==> src/rtl/lc3_mem_pkg.sv <==
// Shared definitions for the LC-3 memory-access stage.
package lc3_mem_pkg;

  localparam logic [1:0] OP_LD  = 2'b00;
  localparam logic [1:0] OP_ST  = 2'b01;
  localparam logic [1:0] OP_LDI = 2'b10;
  localparam logic [1:0] OP_STI = 2'b11;

  localparam logic MEM_READ  = 1'b1;
  localparam logic MEM_WRITE = 1'b0;

  typedef enum logic [1:0] {
    S_IDLE,
    S_PTR,
    S_ACC,
    S_RESP
  } state_e;

  function automatic logic is_store(input logic [1:0] op);
    return op[0];
  endfunction

  function automatic logic is_indirect(input logic [1:0] op);
    return op[1];
  endfunction

endpackage

==> src/rtl/mem_access_ctrl.sv <==
// LC-3 memory-access stage: one LD/ST/LDI/STI at a time, variable-latency
// memory port with acknowledge, watchdog abort, registered response.
module mem_access_ctrl
  import lc3_mem_pkg::*;
#(
  parameter int DW       = 16,
  parameter int AW       = 16,
  parameter int MAX_WAIT = 15
) (
  input  logic          clk,
  input  logic          rst,
  input  logic          req_valid,
  output logic          req_ready,
  input  logic [1:0]    req_op,
  input  logic [AW-1:0] req_addr,
  input  logic [DW-1:0] req_data,
  output logic          rsp_valid,
  input  logic          rsp_ready,
  output logic [DW-1:0] rsp_data,
  output logic          rsp_err,
  output logic          dmem_en,
  output logic          dmem_rd,
  output logic [AW-1:0] dmem_addr,
  output logic [DW-1:0] dmem_din,
  input  logic [DW-1:0] dmem_dout,
  input  logic          dmem_ack,
  output logic          busy
);

  localparam int WD_W = $clog2(MAX_WAIT + 1);
  localparam logic [WD_W-1:0] WD_LAST = WD_W'(MAX_WAIT - 1);

  state_e          state_q, state_d;
  logic [WD_W-1:0] wd_q, wd_d;
  logic            store_q, store_d;
  logic            en_q, en_d;
  logic            rd_q, rd_d;
  logic [AW-1:0]   addr_q, addr_d;
  logic [DW-1:0]   din_q, din_d;
  logic            rsp_valid_q, rsp_valid_d;
  logic [DW-1:0]   rsp_data_q, rsp_data_d;
  logic            rsp_err_q, rsp_err_d;
  logic            busy_q, busy_d;

  assign req_ready = (state_q == S_IDLE);
  assign rsp_valid = rsp_valid_q;
  assign rsp_data  = rsp_data_q;
  assign rsp_err   = rsp_err_q;
  assign dmem_en   = en_q;
  assign dmem_rd   = rd_q;
  assign dmem_addr = addr_q;
  assign dmem_din  = din_q;
  assign busy      = busy_q;

  // State and output registers; synchronous active-low reset.
  always_ff @(posedge clk) begin
    if (!rst) begin
      state_q     <= S_IDLE;
      wd_q        <= '0;
      store_q     <= 1'b0;
      en_q        <= 1'b0;
      rd_q        <= MEM_READ;
      addr_q      <= '0;
      din_q       <= '0;
      rsp_valid_q <= 1'b0;
      rsp_data_q  <= '0;
      rsp_err_q   <= 1'b0;
      busy_q      <= 1'b0;
    end else begin
      state_q     <= state_d;
      wd_q        <= wd_d;
      store_q     <= store_d;
      en_q        <= en_d;
      rd_q        <= rd_d;
      addr_q      <= addr_d;
      din_q       <= din_d;
      rsp_valid_q <= rsp_valid_d;
      rsp_data_q  <= rsp_data_d;
      rsp_err_q   <= rsp_err_d;
      busy_q      <= busy_d;
    end
  end

  // Next-state and next-output decode; everything holds unless changed here.
  // Store data is loaded into din at accept so it is already stable through
  // the pointer read of an STI, and doubles as the store response value.
  always_comb begin
    state_d     = state_q;
    wd_d        = wd_q;
    store_d     = store_q;
    en_d        = en_q;
    rd_d        = rd_q;
    addr_d      = addr_q;
    din_d       = din_q;
    rsp_valid_d = rsp_valid_q;
    rsp_data_d  = rsp_data_q;
    rsp_err_d   = rsp_err_q;

    case (state_q)
      S_IDLE: begin
        if (req_valid) begin
          store_d   = is_store(req_op);
          en_d      = 1'b1;
          addr_d    = req_addr;
          wd_d      = '0;
          rsp_err_d = 1'b0;
          if (is_store(req_op)) din_d = req_data;
          if (is_indirect(req_op)) begin
            state_d = S_PTR;
            rd_d    = MEM_READ;
          end else begin
            state_d = S_ACC;
            rd_d    = is_store(req_op) ? MEM_WRITE : MEM_READ;
          end
        end
      end
      S_PTR: begin
        if (dmem_ack) begin
          state_d = S_ACC;
          addr_d  = AW'(dmem_dout);
          rd_d    = store_q ? MEM_WRITE : MEM_READ;
          wd_d    = '0;
        end else if (wd_q == WD_LAST) begin
          state_d     = S_RESP;
          en_d        = 1'b0;
          rsp_valid_d = 1'b1;
          rsp_err_d   = 1'b1;
          rsp_data_d  = '0;
          wd_d        = wd_q + WD_W'(1);
        end else begin
          wd_d = wd_q + WD_W'(1);
        end
      end
      S_ACC: begin
        if (dmem_ack) begin
          state_d     = S_RESP;
          en_d        = 1'b0;
          rsp_valid_d = 1'b1;
          rsp_data_d  = store_q ? din_q : dmem_dout;
        end else if (wd_q == WD_LAST) begin
          state_d     = S_RESP;
          en_d        = 1'b0;
          rsp_valid_d = 1'b1;
          rsp_err_d   = 1'b1;
          rsp_data_d  = '0;
          wd_d        = wd_q + WD_W'(1);
        end else begin
          wd_d = wd_q + WD_W'(1);
        end
      end
      S_RESP: begin
        if (rsp_ready) begin
          state_d     = S_IDLE;
          rsp_valid_d = 1'b0;
        end
      end
      default: state_d = S_IDLE;
    endcase

    busy_d = (state_d != S_IDLE);
  end

endmodule

==> config.mk <==
export PLATFORM = sky130hd
export DESIGN_NAME = mem_access_ctrl
export DESIGN_NICKNAME = d
export VERILOG_FILES = /design/src/rtl/lc3_mem_pkg.sv /design/src/rtl/mem_access_ctrl.sv
export SDC_FILE = /design/constraint.sdc
export NUM_CORES = 1
export LEC_CHECK = 0
export ABC_AREA = 1
export CAP_MARGIN = 20
export CORE_MARGIN = 10
export CORE_UTILIZATION = 50
export DETAILED_ROUTE_END_ITERATION = 10
export DONT_BUFFER_PORTS = 1
export PLACE_DENSITY = 0.66
export SLEW_MARGIN = 20
export SYNTH_ARGS = -nofsm -noshare
export SYNTH_HDL_FRONTEND = slang
export SYNTH_SLANG_ARGS = --single-unit
==> constraint.sdc <==
create_clock -name clk -period 1.5 [get_ports clk]
set_input_delay 0 -clock clk [delete_from_list [all_inputs] [get_ports clk]]
set_output_delay 0 -clock clk [all_outputs]
set_load 0.005 [all_outputs]
# Yosys cells after proc, flatten, opt, wreduce, memory -nomap -nowiden
# Cells that the tools add are included.
[totals] register_bits=60 inputBits=55 output_inout_bits=54 word_cells=78
[op_classes] add_sub_neg=1 n_eq_ne=11 n_mux=39 reduce_logical=16
[ops] operator="$mux W16" count=6
[ops] operator="$pmux W16 S2" count=2
[ops] operator="$mux W1" count=16
[ops] operator="$reduce_and A3 Y1" count=5
[ops] operator="$mux W2" count=6
[ops] operator="$mux W4" count=3
[ops] operator="$ne A2 B2 Y1 const B" count=6
[ops] operator="$pmux W4 S3" count=1
[ops] operator="$pmux W2 S4" count=1
[ops] operator="$reduce_bool A2 Y1" count=4
[ops] operator="$pmux W1 S3" count=2
[ops] operator="$reduce_bool A3 Y1" count=2
[ops] operator="$add A4 B1 Y4 const B" count=1
[ops] operator="$eq A2 B2 Y1 const B" count=2
[ops] operator="$eq A4 B4 Y1 const B" count=1
[ops] operator="$pmux W1 S2" count=2
[ops] operator="$reduce_and A2 Y1" count=2
[ops] operator="$reduce_and A4 Y1" count=1
[ops] operator="$eq A2 B1 Y1 const B" count=1
[ops] operator="$logic_not A2 Y1" count=1
[ops] operator="$ne A2 B1 Y1 const B" count=1
[ops] operator="$reduce_or A2 Y1" count=1

# Depth between registers and ports, before layout
[depth] word_depth=5 depth_mapped=9 mapped_depth_nobuf=8

# Least setup slack after synthesis
# Ideal clock, no wire load.
[synth_path] path_kind="register -> register" from="register state_q[0]" to="register addr_q[10], in the netlist dmem_addr[10]" setup_ns=0.113 arrival_ns=1.486 required_ns=1.387 setup_slack_ns=-0.099 stages_incl_launch_ff=10 path_buffers=1 period_less_slack_ns=1.599 cell_sequence="dfxtp_1 -> inv_1 -> ha_1 -> nand2_1 -> inv_1 -> a21oi_4 -> inv_2 -> buf_2 -> nor2_1 -> nor2_1"
[synth_via] elab_chain_cells=3 elab_cells_between_ends=7 classes_between="3 x eq/ne; 1 x mux; 3 x reduce/logical"
[synth_lines] element="start, declared" line_no="mem_access_ctrl.sv:33" source="state_e state_q, state_d;"
[synth_lines] element="start signal, assigned" line_no="mem_access_ctrl.sv:70" source="state_q <= state_d;"
[synth_lines] element="$logic_not A2 Y1 *"
[synth_lines] element="via req_ready" line_no="mem_access_ctrl.sv:13" source="output logic req_ready,"
[synth_lines] element="$ne A2 B2 Y1 (no line) or $reduce_bool A2 Y1 (tied branches)"
[synth_lines] element="$reduce_and A3 Y1 (no line)"
[synth_lines] element="end signal, assigned" line_no="mem_access_ctrl.sv:75" source="addr_q <= addr_d;"
[synth_lines] element="end, declared" line_no="mem_access_ctrl.sv:38" source="logic [AW-1:0] addr_q, addr_d;"
# The timed path passes the listed nets; every way through them passes the cells marked *.
# A chain may end at the register's enable or synchronous reset.

# Final worst setup path
[layout_path] from="register state_q[0]" to="register addr_q[2], in the netlist dmem_addr[2]"
[layout_via] elab_chain_cells=3 elab_cells_between_ends=7 classes_between="3 x eq/ne; 1 x mux; 3 x reduce/logical"
[layout_lines] element="$eq A2 B1 Y1 or $logic_not A2 Y1 (tied branches)" line_no="mem_access_ctrl.sv:99" source="case (state_q)"
[layout_lines] element="$ne A2 B2 Y1 (no line) or $reduce_bool A2 Y1 (tied branches)"
[layout_lines] element="$reduce_and A3 Y1 (no line)"
# Several ways; a longest one is shown, not always the timed one.

==> flow_metrics.tcl <==
set metrics [dict create \
    clk_latency_ns 0.33 \
    async_flop_share 0 \
    fin_tns_setup_ns 0 \
    grt_pass1_vias 2935 \
    cts_buffer_depth 2 \
    relSlewSlack 0.436 \
    instances_no_fill 551 \
    synth_top_area_share 0.435 \
    die_area_sq_um 8900 \
    min_period_over_period 0.967 \
    cts_buffers 9 \
    antenna_found_initial 0 \
    maxCapViolations 0 \
    dieWidth_um 94.4 \
    syn2layout_area_growth_pct 38.1 \
    end_kind "flip-flop" \
    fin_crit_ns 1.45 \
    setup_ws_ns 0.0492 \
    synth_warnings 0 \
    grt_usage 0.214 \
    clk_pin_slew_ns 0.07 \
    dieHeight_um 94.4 \
    power_uw 5210 \
    grt_max_degree 29 \
    fin_util 0.702 \
    power.density_nw_per_um2 1360 \
    grt_pass1_wl_um 15200 \
    ys_seq_elements 60 \
    vdd_drop_max_uv 696 \
    setup_viol 0 \
    syn_area_sq_um 2760 \
    synth.distinct_cells 21 \
    pre_cts_ws_ns -0.116 \
    drcViolationCount 0 \
    crit_arrival_ns 1.72 \
    crit_required_ns 1.77 \
    ys_seq_area_frac 0.435 \
    start_kind "flip-flop" \
    seq_area_sq_um 1200 \
    drt-initial-drc-count 199 \
    worstMarginPinSlew_ns 0.844 \
    p_leak_uw 0.00162 \
    first_pass_iters 5 \
    multiInputGateArea_sq_um 1410 \
    syn_avg_cell_area_sq_um 6.74 \
    synth_flop_cell "dfxtp_1" \
    h-tree-depth 3 \
    path_max_fanout 7 \
    tritoncts "built" \
    num_rows 27 \
    dp.cells 480 \
    gp_congestion 0.882 \
    synth_edf_count 0 \
    initial_core_util 0.508 \
    rsz0062_at_grt "yes" \
    drt-total-wl_um 9800 \
    synth_top_area_cell "dfxtp_1" \
    synthTopCellsByArea "dfxtp_1 (43%), nand2_1 (15%), o21ai_0 (8.7%)" \
    diodes 0 \
    root_buffer "clkbuf_8" \
    hold_class "input port to flip-flop" \
    nets 535 \
    dr_total_vias 2980 \
    synth_nets 471 \
    finClkSkew_ns 0.00813 \
    fill_cells 468 \
    drt-wirelength-per-cell_um 17.8 \
    io_pins 109 \
    hold_viol_final 0 \
    synthCells 410 \
    max_freq_mhz 689 \
    io_buffers 0 \
    layout-drive-gt1-share 0.125 \
    synth_most_common_cell "nand2_1" \
    ys_top_cells_by_count "nand2_1 (109), dfxtp_1 (60), o21ai_0 (48), nor2_1 (47), a21oi_1 (38)" \
    hpwl_um 6220 \
    crit_type "flip-flop to flip-flop" \
    core_area_sq_um 5440 \
    grt-ovfl-total 0 \
    cts_sinks 60 \
    outcome "finished clean" \
    antenna_left 0 \
    drv_slew 0 \
    avgViaCountPerCell 5.41 \
]
## cell type report
cell class,instances,area share
Clock buffer,13,0.0416
Clock inverter,3,0.0180
Inverter,38,0.0393
Multi-Input combinational cell,292,0.370
Sequential cell,60,0.315
Tap cell,72,0.0236
Timing Repair Buffer,73,0.192
## cells in the final DEF (no fill, tap or decap), types with 13 or more instances in the layout
cell type / count
dfxtp_1: 58
buf_4: 13
o21ai_0: 45
o21ai_1: 13
nand3_1: 26
inv_1: 30
dlygate4sd3_1: 52
nor2_1: 46
a21oi_1: 37
nand2_1: 104
## final timing paths
check / slack, ns / cells after the start / end / start
max: 0.05 / 8 / dmem_addr[2] / state_q[0]
min: 0.006 / 4 / rsp_data[15] / dmem_dout[15]
max reg2reg: 0.05 / 8 / dmem_addr[2] / state_q[0]
min reg2reg: 0.48 / 2 / rsp_data[14] / rsp_data[14]
## flip-flops by register name, summed over array words and instances (netlist names)
name / cells
dmem_rd: 1
rsp_valid: 1
dmem_addr: 16
rsp_data: 16
state_q: 2
dmem_din: 16
wd_q: 4
busy: 1
rsp_err: 1
store_q: 1
dmem_en: 1
## cell families (layout without fill, tap and decap cells)
| logic type | Yosys count | in the layout | share of synthesized area |
|---|---|---|---|
| adders and majority gates | 6 | 6 | 0.0272 |
| buffers and inverters | 58 | 127 | 0.0828 |
| and+or+nand+nor | 186 | 186 | 0.268 |
| xor gates and xnor gates | 1 | 1 | 0.00317 |
| DFF | 60 | 60 | 0.435 |
| AOI/OAI and AO/OA | 99 | 99 | 0.185 |
## timing repair
action | in CTS | in global routing
setup endpoints to repair | 16 | 54
pin swaps | 0 | 7
hold endpoints to repair | 60 | 0
hold buffers | 52 | 0
gates resized for setup | 1 | 28
buffers inserted | 0 | 3
## power breakdown
group	total [uW]	leakage, uW	switching, uW	internal, uW
combinational	1490	0.00102	867	620
sequential	2040	0.000491	207	1830
clock	1680	0.000114	648	1030
total	5210	0.00162	1720	3480
## stage by stage
step | hold slack [ns] | cell area [sq um]
6_report | 0.00584 | 3820
3_5_place_dp | 0.0924 | 2960
3_3_place_gp | 0.0902 | 2960
4_1_cts | 0.00281 | 3710
2_1_floorplan | 0.135 | 2800
5_1_grt | 0.0231 | 3820
## metal layers
layer | vias to the layer above | track usage | part of all wire
met3 | 14 | 0.0674 | 0.091
met4 | 0 | 0.0810 | 0.016
met2 | 154 | 0.364 | 0.51
met5 | - | 0 | 0
met1 | 1366 | 0.245 | 0.38
li1 | 1446 | - | -
## worst max-delay path, stage by stage (launching register included)
cell and delay (ns):
dfxtp_2 0.33, buf_6 0.12, ha_4 0.19, inv_4 0.08
nand2_4 0.05, a21oi_4 0.23, buf_6 0.17, o21ai_0 0.09
nor2_1 0.13
Note: power is estimated with default switching activity, not from simulation.
